--- config.mk ---
export PLATFORM = sky130hd
export DESIGN_NAME = seg_display_scanner
export DESIGN_NICKNAME = d
export VERILOG_FILES = /design/src/rtl/seg_display_scanner.sv
export SDC_FILE = /design/constraint.sdc
export NUM_CORES = 1
export LEC_CHECK = 0
export BUFFER_PORTS_ARGS = -buffer_cell sky130_fd_sc_hd__buf_4
export CAP_MARGIN = 0
export CORE_ASPECT_RATIO = 0.9
export CORE_MARGIN = 1
export CORE_UTILIZATION = 56
export DETAILED_ROUTE_END_ITERATION = 8
export PLACE_DENSITY = 0.78
export SETUP_SLACK_MARGIN = 0.02
export SLEW_MARGIN = 20
export SYNTH_ARGS = -nofsm -noshare
export SYNTH_HDL_FRONTEND = slang
export SYNTH_SLANG_ARGS = --single-unit
--- constraint.sdc ---
create_clock -name clock -period 3.01 [get_ports clock]
set_input_delay 0.301 -clock clock [delete_from_list [all_inputs] [get_ports clock]]
set_output_delay 0.301 -clock clock [all_outputs]
set_load 0.03 [all_outputs]
--- src/rtl/seg_display_scanner.sv ---
// Multiplexed common-anode 7-segment scanner: clip number on the rightmost digit,
// mode letter on the leftmost, with ghost blanking, per-frame status snapshot and record blink.
module seg_display_scanner #(
  parameter int NUM_DIGITS   = 8,
  parameter int CLIP_BITS    = 3,
  parameter int SCAN_DIV     = 16,
  parameter int BLANK_CYCLES = 1,
  parameter int BLINK_FRAMES = 64
) (
  input  logic                  clock,
  input  logic                  reset,
  input  logic                  play,
  input  logic                  record,
  input  logic [CLIP_BITS-1:0]  clip_play_num,
  input  logic [CLIP_BITS-1:0]  clip_rec_num,
  output logic [6:0]            cathode,
  output logic [NUM_DIGITS-1:0] anode,
  output logic                  frame_start
);

  localparam int PRESC_W = $clog2(SCAN_DIV);
  localparam int DIGIT_W = $clog2(NUM_DIGITS);
  localparam int FRAME_W = (BLINK_FRAMES > 1) ? $clog2(BLINK_FRAMES) : 1;

  localparam logic [1:0] MODE_IDLE = 2'd0;
  localparam logic [1:0] MODE_PLAY = 2'd1;
  localparam logic [1:0] MODE_REC  = 2'd2;

  localparam logic [6:0] SEG_P     = 7'b0011000;
  localparam logic [6:0] SEG_R     = 7'b1111010;
  localparam logic [6:0] SEG_DASH  = 7'b1111110;
  localparam logic [6:0] SEG_BLANK = 7'b1111111;

  logic [PRESC_W-1:0]   presc;
  logic [DIGIT_W-1:0]   digit;
  logic [FRAME_W-1:0]   frame_cnt;
  logic                 blink;
  logic [1:0]           snap_mode;
  logic [CLIP_BITS-1:0] snap_clip;

  logic                 slot_end;
  logic                 frame_end;
  logic                 snap_now;
  logic [1:0]           new_mode;
  logic [CLIP_BITS-1:0] new_clip;
  logic [1:0]           cur_mode;
  logic [CLIP_BITS-1:0] cur_clip;
  logic [NUM_DIGITS-1:0] anode_next;
  logic [6:0]           cathode_next;

  function automatic logic [6:0] digit_glyph(input logic [3:0] n);
    case (n)
      4'd1:    digit_glyph = 7'b1001111;
      4'd2:    digit_glyph = 7'b0010010;
      4'd3:    digit_glyph = 7'b0000110;
      4'd4:    digit_glyph = 7'b1001100;
      4'd5:    digit_glyph = 7'b0100100;
      4'd6:    digit_glyph = 7'b0100000;
      4'd7:    digit_glyph = 7'b0001111;
      4'd8:    digit_glyph = 7'b0000000;
      default: digit_glyph = SEG_BLANK;
    endcase
  endfunction

  assign slot_end  = (presc == PRESC_W'(SCAN_DIV - 1));
  assign frame_end = slot_end && (digit == DIGIT_W'(NUM_DIGITS - 1));
  assign snap_now  = (presc == '0) && (digit == '0);

  // The snapshot cycle already displays the freshly sampled status, so digit 0 never shows a stale slot.
  always_comb begin
    new_mode = MODE_IDLE;
    new_clip = '0;
    if (record) begin
      new_mode = MODE_REC;
      new_clip = clip_rec_num;
    end else if (play) begin
      new_mode = MODE_PLAY;
      new_clip = clip_play_num;
    end
    cur_mode = snap_now ? new_mode : snap_mode;
    cur_clip = snap_now ? new_clip : snap_clip;
  end

  always_ff @(posedge clock or posedge reset) begin
    if (reset) begin
      presc     <= '0;
      digit     <= '0;
      frame_cnt <= '0;
      blink     <= 1'b0;
      snap_mode <= MODE_IDLE;
      snap_clip <= '0;
    end else begin
      presc <= slot_end ? '0 : presc + 1'b1;
      if (slot_end)
        digit <= (digit == DIGIT_W'(NUM_DIGITS - 1)) ? '0 : digit + 1'b1;
      if (frame_end) begin
        if (frame_cnt == FRAME_W'(BLINK_FRAMES - 1)) begin
          frame_cnt <= '0;
          blink     <= ~blink;
        end else begin
          frame_cnt <= frame_cnt + 1'b1;
        end
      end
      if (snap_now) begin
        snap_mode <= new_mode;
        snap_clip <= new_clip;
      end
    end
  end

  always_comb begin
    for (int i = 0; i < NUM_DIGITS; i++)
      anode_next[i] = (presc < PRESC_W'(BLANK_CYCLES)) || (digit != DIGIT_W'(i));
    cathode_next = SEG_BLANK;
    if (digit == '0) begin
      if (cur_mode != MODE_IDLE && !(cur_mode == MODE_REC && blink))
        cathode_next = digit_glyph(4'(cur_clip) + 4'd1);
    end else if (digit == DIGIT_W'(NUM_DIGITS - 1)) begin
      case (cur_mode)
        MODE_PLAY: cathode_next = SEG_P;
        MODE_REC:  cathode_next = SEG_R;
        default:   cathode_next = SEG_DASH;
      endcase
    end
  end

  always_ff @(posedge clock or posedge reset) begin
    if (reset) begin
      anode       <= '1;
      cathode     <= SEG_BLANK;
      frame_start <= 1'b0;
    end else begin
      anode       <= anode_next;
      cathode     <= cathode_next;
      frame_start <= snap_now;
    end
  end

endmodule

# == Word level (Yosys, flattened, before mapping) ==
# Memories as Yosys holds them, arrays and structs flattened.
# Cells that the tools add are included.
# classes
addsub,4
multipliers,0
n_div,0
order_cmp,1
eq_ne,12
shift,0
muxes,13
n_bitwise,1
reduce_logical,18
# op_table
cell,n
$mux W7,3
$pmux W7 S2,1
$mux W3,4
$ne A3 B3 Y1 const B,4
$logic_or A1 B1 Y1,8
$add A6 B1 Y6 const B,1
$eq A6 B6 Y1 const B,1
$mux W6,1
$ne A3 B2 Y1 const B,2
$add A3 B1 Y4 const B,1
$add A4 B1 Y4 const B,1
$eq A4 B4 Y1 const B,1
$logic_and A1 B1 Y1,4
$logic_not A4 Y1,1
$lt A4 B1 Y1 const B,1
$mux W2,2
$mux W4,1
$add A3 B1 Y3 const B,1
$eq A3 B3 Y1 const B,1
$logic_not A3 Y1,1
$ne A3 B1 Y1 const B,1
$reduce_bool A3 Y1,1
$eq A2 B1 Y1 const B,1
$eq A2 B2 Y1 const B,1
5 further kinds,5
# word_totals
register_bits,35
latch_bits,0
ram_bits,0
rom_bits,112
in_bits,10
out_inout_bits,16
elab_cells,59
n_memories,1
# memory_table
memory,depth,width,read_ports,rd_ports_with_merged_regs,write_ports,line,source
(no name shown),16,7,1,0,0,52,case (n)

# == Longest topological paths before layout ==
# logic_depth
ltp_word,9
ltp_mapped,13
depth_no_buf,13

# == Least setup slack after synthesis ==
# No wires, ideal clock.
# synth_timing
path_type,reg2reg
start,reg digit[0]
end,reg cathode[5]
setup_time_ns,0.076
arrival_ns,2.539
required_time_ns,2.934
setup_slack_ns,0.395
stages_incl_launch_ff,13
n_path_buf,0
period_less_slack_ns,2.615
cell_sequence,dfrtp_1 > inv_1 > ha_1 > nor2b_2 > nand3_4 > inv_4 > mux2i_1 > inv_1 > ha_1 > ha_1 > nand2b_1 > mux2_4 > a31oi_2
# synth_between
word_cells_on_any_way,17
classes_between,add/sub (1); eq/ne (3); mux (6); reduce/logical (6); memory (1)
# synth_lines
item,line,source
from (decl),35,logic [DIGIT_W-1:0] digit;
from (signal assigned),95,digit <= (digit == DIGIT_W'(NUM_DIGITS - 1)) ? '0 : digit + 1'b1;
$logic_not A3 Y1,67,assign snap_now = (presc == '0) && (digit == '0);
$logic_and A1 B1 Y1,67,
net snap_now,43,logic snap_now;
$mux W3,n/a,
net cur_clip[1],47,logic [CLIP_BITS-1:0] cur_clip;
$add A3 B1 Y4,117,cathode_next = digit_glyph(4'(cur_clip) + 4'd1);
$mem_v2 Z16 W7,n/a,
$mux W7,116,if (cur_mode != MODE_IDLE && !(cur_mode == MODE_REC && blink))
$mux W7,115,if (digit == '0) begin
net cathode_next[5],49,logic [6:0] cathode_next;
to (signal assigned),134,cathode <= cathode_next;
to (decl),16,"output logic [6:0] cathode,"
# The timed path passes the listed nets, and every way through them passes these cells.
# A chain may end at the register's enable or synchronous reset.

# == Final worst setup path ==
# Ends and elaborated chain as after synthesis.

==> impl_metrics.tcl <==
set metrics [dict create \
    required_ps 3290 \
    hp-class "input port to asynchronous set/reset pin" \
    worst_setup_path_start_kind "register" \
    cts_setup_buffers 0 \
    wire_per_inst_um 14.1 \
    synth_top_cell_area_share_pct 28.2 \
    via_per_inst 5.42 \
    synth-async-reset-ratio_pct 100 \
    clock-sinks 35 \
    vdd_drop_max_v 0.000239 \
    grt_max_degree 26 \
    wl_um 3320 \
    fmax_mhz 359 \
    cp_max_fo 8 \
    final_cells 236 \
    status "finished, final reports clean" \
    ys_types 38 \
    cts_made_buffers 5 \
    cts-hold-fix-buffers 0 \
    vias 1280 \
    clk_path_buf_depth 2 \
    nets 219 \
    power_density_nw_per_um2 401 \
    synth-seq-cells 35 \
    hold_violations 0 \
    finalCritPeriodShare_pct 92.6 \
    start_util_pct 58.4 \
    rows 19 \
    drtIter0Drc 42 \
    place_inst 228 \
    gr-total-overflow 0 \
    clock_skew_ps 6.71 \
    cp-end-kind "register" \
    critPathKind "register to register" \
    synth-edff-count 0 \
    htreeDepth 2 \
    grt_pass1_vias 1276 \
    gp_routability_congestion 0.884 \
    clock_latency_ps 340 \
    post-route-min-period_ps 2790 \
    dr_wl_met3_um 125 \
    max_slew_margin_pct 37.0 \
    core_area_um2 3040 \
    maxSlewViolCount 0 \
    power_leakage_uw 0.000969 \
    grt_pass1_wl_um 5660 \
    drive_gt1_share_pct 33.0 \
    dp_hpwl_um 2610 \
    drv_cap 0 \
    fin_tns_setup_ps 0 \
    dr.pass1.iters 4 \
    arrival_ps 3060 \
    avgSynthCellArea_um2 11.0 \
    syn2layout_area_growth_pct 18.2 \
    track_usage_pct 23.1 \
    antenna_found_initial 0 \
    cts_tree "done" \
    die_area_um2 3400 \
    clkTransAtPathRegs_ps 110 \
    drc 0 \
    io_buffers 25 \
    synth_area_um2 1780 \
    ioPinCount 26 \
    yosys-top-cells-area "dfrtp_1 28%, dfstp_2 22%, ha_1 11%, nand2_1 4.0%, inv_1 2.7%" \
    ctsResizeCount 0 \
    die_h_um 55.4 \
    met1_length_um 1540 \
    syn_inst 161 \
    ant_nets 0 \
    die_x_um 61.4 \
    ys.warnings.count 0 \
    synth_flop_cell "dfrtp_1" \
    synth_largest_area_cell "dfrtp_1" \
    top_layer_used "met4" \
    grt_setup_unrepaired "no" \
    yosysMostFrequentCell "dfrtp_1" \
    cts_root_buffer "clkbuf_4" \
    diodes 0 \
    wl_met2_um 1590 \
    worstMarginPinSlew_ps 944 \
    setup_viol 0 \
    synth_common_cells "20 x dfrtp_1, 19 x nand2_1, 16 x ha_1" \
    synth_nets 187 \
    ys_seq_area_share_pct 50.4 \
]
path summary, 6_finish.rpt:
kind / startpoint / to / slack, ps / cells after the start
worst min-delay path: reset / snap_mode[0]$_DFF_PP0_ / 170 / 2
max in group asynchronous: reset / cathode[1]$_DFF_PP1_ / 2070 / 3
worst max-delay path: digit[0]$_DFFE_PP0N_ / cathode[5]$_DFF_PP1_ / 220 / 12
min in group clock: record / snap_mode[1]$_DFF_PP0_ / 310 / 2
worst max register to register: digit[0]$_DFFE_PP0N_ / cathode[5]$_DFF_PP1_ / 220 / 12
worst min register to register: presc[0]$_DFF_PP0_ / presc[0]$_DFF_PP0_ / 490 / 1
stage by stage:
step	worst slack [ps]	hold slack, ps	utilization, %	total power, uW	area, um^2
floorplan	395	442	-	533	1780
global placement	308	463	66.4	554	2020
detailed placement	118	471	66.4	557	2020
CTS	99.4	192	68.8	848	2090
global route	44.3	230	69.0	878	2100
finish	224	166	69.0	843	2100
kinds of logic after synthesis:
family,synth area share [%]
AND/OR/NAND/NOR,13.8
flip-flops,50.4
XOR/XNOR,2.96
buffers and inverters,3.59
multiplexers,6.27
AO/OA/AOI/OAI,11.8
adder cells (fa/ha/maj),11.3
critical path, stage by stage, from the launching register on:
cell and delay [ps]:
dfrtp_1 440, inv_1 100, ha_1 190, nor2b_4 210, nand3_4 120, inv_4 140
mux2i_2 290, inv_1 100, ha_1 220, ha_1 390, nand2b_1 80, mux2_4 270
a31oi_2 160
routing by layer:
metal	vias up	track usage (%)
met3	8	4.22
met4	0	10.5
met5	-	0
met2	37	35.9
met1	604	31.2
li1	631	-
report_power, final:
part	switching, uW	internal, uW
clock	157	136
sequential	3.88	475
combinational	40.9	29.6
flip-flops by register name, summed over array words and instances, names as in the netlist:
register and count:
digit 3, cathode 7, anode 8, frame_start 1, blink 1, presc 4
frame_cnt 6, snap_clip 3, snap_mode 2
cell type report:
type | count | area (um^2)
multi-input cells | 110 | 827
clock buffers | 7 | 65.1
flip-flops and latches | 35 | 895
fillers | 256 | 942
inverters | 15 | 58.8
well taps | 42 | 52.6
repair buffers | 26 | 195
clock inverters | 1 | 7.51
layout by cell type, fill, tap and decap left out, types with 3 or more instances in the layout:
cell type,count
clkbuf_4,5
buf_4,26
nand3_1,8
xor2_1,3
inv_1,13
dfstp_2,15
nand2b_1,3
xnor2_1,3
o21ai_0,6
a31oi_1,4
a21oi_1,6
nand2_1,19
o31ai_1,3
nor2_1,4
mux2_2,3
nand4_1,4
mux2i_1,3
dfrtp_1,20
ha_1,16
(Power assumes the default switching activity.)
